### config.mk
export PLATFORM = sky130hd
export DESIGN_NAME = serial_word_packer
export DESIGN_NICKNAME = d
export VERILOG_FILES = /design/src/rtl/palindrome_pkg.sv /design/src/rtl/word_output_buffer.sv /design/src/rtl/serial_word_packer.sv
export SDC_FILE = /design/constraint.sdc
export NUM_CORES = 1
export LEC_CHECK = 0
export CAP_MARGIN = 20
export CORE_MARGIN = 5
export CORE_UTILIZATION = 45
export CTS_CLUSTER_SIZE = 12
export DETAILED_ROUTE_END_ITERATION = 7
export PLACE_DENSITY = 0.75
export SKIP_LAST_GASP = 1
export SLEW_MARGIN = 30
export SYNTH_ARGS = -nofsm -noshare
export SYNTH_HDL_FRONTEND = slang
export SYNTH_SLANG_ARGS = --single-unit
### constraint.sdc
create_clock -name clk -period 3.9 [get_ports clk]
set_input_delay 0.78 -clock clk [delete_from_list [all_inputs] [get_ports clk]]
set_output_delay 0.78 -clock clk [all_outputs]
set_load 0.1 [all_outputs]
### src/rtl/palindrome_pkg.sv
// Types shared by the serial packer and the downstream bit-reversal stage.
package palindrome_pkg;

  localparam int unsigned WORD_W = 32;

  typedef logic [WORD_W-1:0] word_t;

  typedef enum logic {
    BUF_EMPTY = 1'b0,
    BUF_FULL  = 1'b1
  } buf_state_t;

endpackage

### src/rtl/word_output_buffer.sv
// Single-entry valid/ready holding register with sticky overrun detection.
module word_output_buffer
  import palindrome_pkg::*;
#(
  parameter int unsigned WIDTH = WORD_W
) (
  input  logic             clk,
  input  logic             rst,
  input  logic             load,
  input  logic [WIDTH-1:0] load_data,
  input  logic             ready,
  output logic             valid,
  output logic [WIDTH-1:0] data,
  output logic             overrun
);

  buf_state_t state;

  // valid decodes the state register only, so ready never reaches it combinationally
  assign valid = (state == BUF_FULL);

  always_ff @(posedge clk) begin
    if (rst) begin
      state   <= BUF_EMPTY;
      data    <= '0;
      overrun <= 1'b0;
    end else begin
      case (state)
        BUF_EMPTY: begin
          if (load) begin
            data  <= load_data;
            state <= BUF_FULL;
          end
        end
        BUF_FULL: begin
          if (load && ready) begin
            data <= load_data;
          end else if (load) begin
            overrun <= 1'b1;
          end else if (ready) begin
            state <= BUF_EMPTY;
          end
        end
        default: state <= BUF_EMPTY;
      endcase
    end
  end

endmodule

### src/rtl/serial_word_packer.sv
// Packs a serial bit stream into WIDTH-bit words behind a single-entry output register.
module serial_word_packer
  import palindrome_pkg::*;
#(
  parameter int unsigned WIDTH     = WORD_W,
  parameter bit          LSB_FIRST = 1'b1
) (
  input  logic             clk,
  input  logic             rst,
  input  logic             bit_valid,
  input  logic             bit_in,
  input  logic             frame_start,
  output logic             word_valid,
  input  logic             word_ready,
  output logic [WIDTH-1:0] word_out,
  output logic             overrun,
  output logic             partial_drop,
  output logic [15:0]      word_count
);

  localparam int unsigned     CNT_W = (WIDTH > 1) ? $clog2(WIDTH) : 1;
  localparam logic [CNT_W-1:0] LAST = CNT_W'(WIDTH - 1);

  logic [CNT_W-1:0] cnt;
  logic [CNT_W-1:0] idx;
  logic [CNT_W-1:0] pos;
  logic [WIDTH-1:0] shreg;
  logic [WIDTH-1:0] assembled;
  logic             complete;
  logic             handshake;

  // frame_start restarts the word at this very bit, so indexing uses idx rather than cnt
  always_comb begin
    idx            = frame_start ? '0 : cnt;
    pos            = LSB_FIRST ? idx : LAST - idx;
    assembled      = shreg;
    assembled[pos] = bit_in;
    complete       = bit_valid && (idx == LAST);
  end

  assign handshake = word_valid && word_ready;

  always_ff @(posedge clk) begin
    if (rst) begin
      cnt          <= '0;
      shreg        <= '0;
      partial_drop <= 1'b0;
      word_count   <= '0;
    end else begin
      if (frame_start && (cnt != '0)) begin
        partial_drop <= 1'b1;
      end
      if (bit_valid) begin
        shreg <= assembled;
        cnt   <= complete ? '0 : idx + 1'b1;
      end else if (frame_start) begin
        cnt <= '0;
      end
      if (handshake) begin
        word_count <= word_count + 16'd1;
      end
    end
  end

  word_output_buffer #(
    .WIDTH(WIDTH)
  ) u_buf (
    .clk      (clk),
    .rst      (rst),
    .load     (complete),
    .load_data(assembled),
    .ready    (word_ready),
    .valid    (word_valid),
    .data     (word_out),
    .overrun  (overrun)
  );

endmodule

==> results.ini <==
[cts]
cts_made_buffers=9
ctsResizeCount=0
postCtsHoldBufs=0
postCtsSetupBuffers=0
htreeDepth=3
clock_latency_ns=0.36
cts_sinks=88
clk_path_buf_depth=2
cts_tree=built
cts-root-buf=clkbuf_8
clkSlewWorstSetupHoldPaths_ns=0.09

[finish]
final_cell_mix=dfxtp_1 (88), nand2_1 (79), nor2_1 (71), clkdlybuf4s50_1 (54), nand3_1 (37)
design_area_um2=4960
n_antenna_cell=0
areaGrowthSynthToFinish_pct=18.4
fill_cells=842
mostFrequentLayoutCell=dfxtp_1
nets=542
layout-drive-gt1-share=0.0804

[sta]
rsz0062_at_grt=no
fin_skew_ns=0.0114
whs_ns=0.465
fin_setup_tns_ns=0
period_share=0.726
tightest_slew_ns=0.989
layout_min_cycle_time_ns=2.83
slew_headroom=0.339
final.setup.worst_slack_ns=1.07
setup_viol_count_final=0
maxSlewViolCount=0
hold_viol_final=0
fmax_mhz=353

[yosys]
netlist_instances=500
synthTopCellsByArea=dfxtp_1 (42%), mux2i_1 (7.6%), nand2_1 (7.1%)
yosysSeqAreaShare=0.420
synth-seq-cells=88
yosys_warnings=0
synth.distinct_cells=46
yosys.area.top_type=dfxtp_1
synth_edf_count=0
synthArstFlopShare=0
syn_area_per_cell_um2=8.38
yosys_most_used_dff=dfxtp_1
syn_nets=512
netlist_area_um2=4190
synth_top_area_frac=0.420

[run]
max-cap-violations=0

[pwr]
fin_total_pwr_mw=1.70
p_per_area_nw_per_um2=342
leakage_nw=1.75
ir_drop_v=0.000151

[drt]
drcViolationCount=0
wirelength_um=9060
via_per_inst=5.39
postRouteAntennaNets=0
dr.pass1.iters=4
wl_per_cell_um=14.0
drt-initial-drc-count=173
via_count=3479

[setup_path]
worstPathRequired_ns=4.17
critPathKind=primary input to register
critPathLaunchType=primary input
worstSetupEndpointType=register
cp_max_fo=64
crit_arrival_ns=3.10

[placed_design]
placedInstanceArea_um2=4730
place_congestion=0.853
io_buffers=56
pre_cts_ws_ns=0.717
hpwl_um=5960

[die]
num_rows=35
initial_core_util=0.458
chipWidth_um=107
dieArea_um2=11300
io_pins=57
die_y_um=107
coreArea_um2=9150

[global_routing]
overflow=0
antenna_found_initial=0
grt_pass1_vias=3283
grt_pass1_wl_um=15400
grt_use_total=0.167
grt_max_degree=65

[status]
run_status=completed

[min_path]
hp-class=register to register

## synthesized netlist by cell type (2+ instances only)
master / number
nor4b_4: 3
nor2b_1: 4
nand2b_1: 4
ha_1: 6
nand4_1: 3
xnor2_1: 11
a211oi_1: 16
a311oi_2: 2
clkbuf_1: 20
nor2_1: 71
nor3_1: 5
o21ai_1: 4
and2_1: 4
a311oi_1: 14
nand2_1: 79
buf_2: 16
xor2_1: 2
a21oi_1: 24
or3_1: 4
inv_2: 2
nand3_1: 37
inv_1: 3
nor4_1: 2
o21ai_0: 16
buf_1: 3
dfxtp_1: 88
mux2i_1: 32
buf_6: 5
nand3_2: 3
## kinds of logic (layout without fill, tap and decap cells)
group           Yosys count  after routing  synth area share
compound gates           78             78             0.122
simple gates            231            231             0.273
mux                      33             33            0.0791
fa+ha+maj                 6              6            0.0179
buf+inv                  51             86            0.0603
flops                    88             88             0.420
xor+xnor                 13             13            0.0272
## registers in the layout, summed over array words and instances, names as in the netlist
name           count
cnt                5
partial_drop       1
shreg             32
u_buf.data        32
u_buf.overrun      1
u_buf.valid        1
word_count        16
## critical path, cell delays in order
cell and delay, ns:
clkdlybuf4s50_1 0.46, buf_4 0.23, nor2b_1 0.25, and3_1 0.20
ha_1 0.24, nand2_1 0.15, nor2b_4 0.18, buf_12 0.25
nor2_1 0.08, a311oi_1 0.25
## metal layers
layer  vias up  wire length, µm  track usage
met2        99             4090        0.266
li1       1779                -            -
met5         -                0            0
met4         0              137       0.0612
met1      1590             4310        0.223
met3        11              525       0.0358
## through the flow
step,utilization,cells
2_1_floorplan,-,500
3_3_place_gp,0.517,630
3_5_place_dp,0.517,630
4_1_cts,0.542,646
5_1_grt,0.542,646
6_report,0.542,646
## area by class of cell
cell class / instances / area [µm²] / share of cell area
clock inverters: 6 / 90.1 / 0.0182
repair buffers: 64 / 626 / 0.126
flip-flops and latches: 88 / 1760 / 0.355
well taps: 111 / 139 / 0.0280
inverters: 6 / 22.5 / 0.00454
clock buffers: 10 / 138 / 0.0277
multi-input cells: 361 / 2180 / 0.440
## power breakdown
part / switching [mW] / internal, mW / leakage (nW)
registers: 0.00167 / 0.900 / 0.709
clock network: 0.341 / 0.382 / 0.113
logic: 0.0536 / 0.0169 / 0.924
total: 0.396 / 1.30 / 1.75
## worst paths after layout
path | startpoint | endpoint | slack (ns) | cells after the start
worst min register to register | shreg[17]$_SDFFE_PP0P_ | shreg[17]$_SDFFE_PP0P_ | 0.47 | 2
worst max-delay path | frame_start | u_buf.data[7]$_SDFFE_PP0P_ | 1.07 | 10
worst max register to register | cnt[2]$_SDFF_PP0_ | u_buf.data[7]$_SDFFE_PP0P_ | 1.48 | 8
worst min-delay path | shreg[17]$_SDFFE_PP0P_ | shreg[17]$_SDFFE_PP0P_ | 0.47 | 2
No activity file was read; power rests on OpenSTA's default activity.
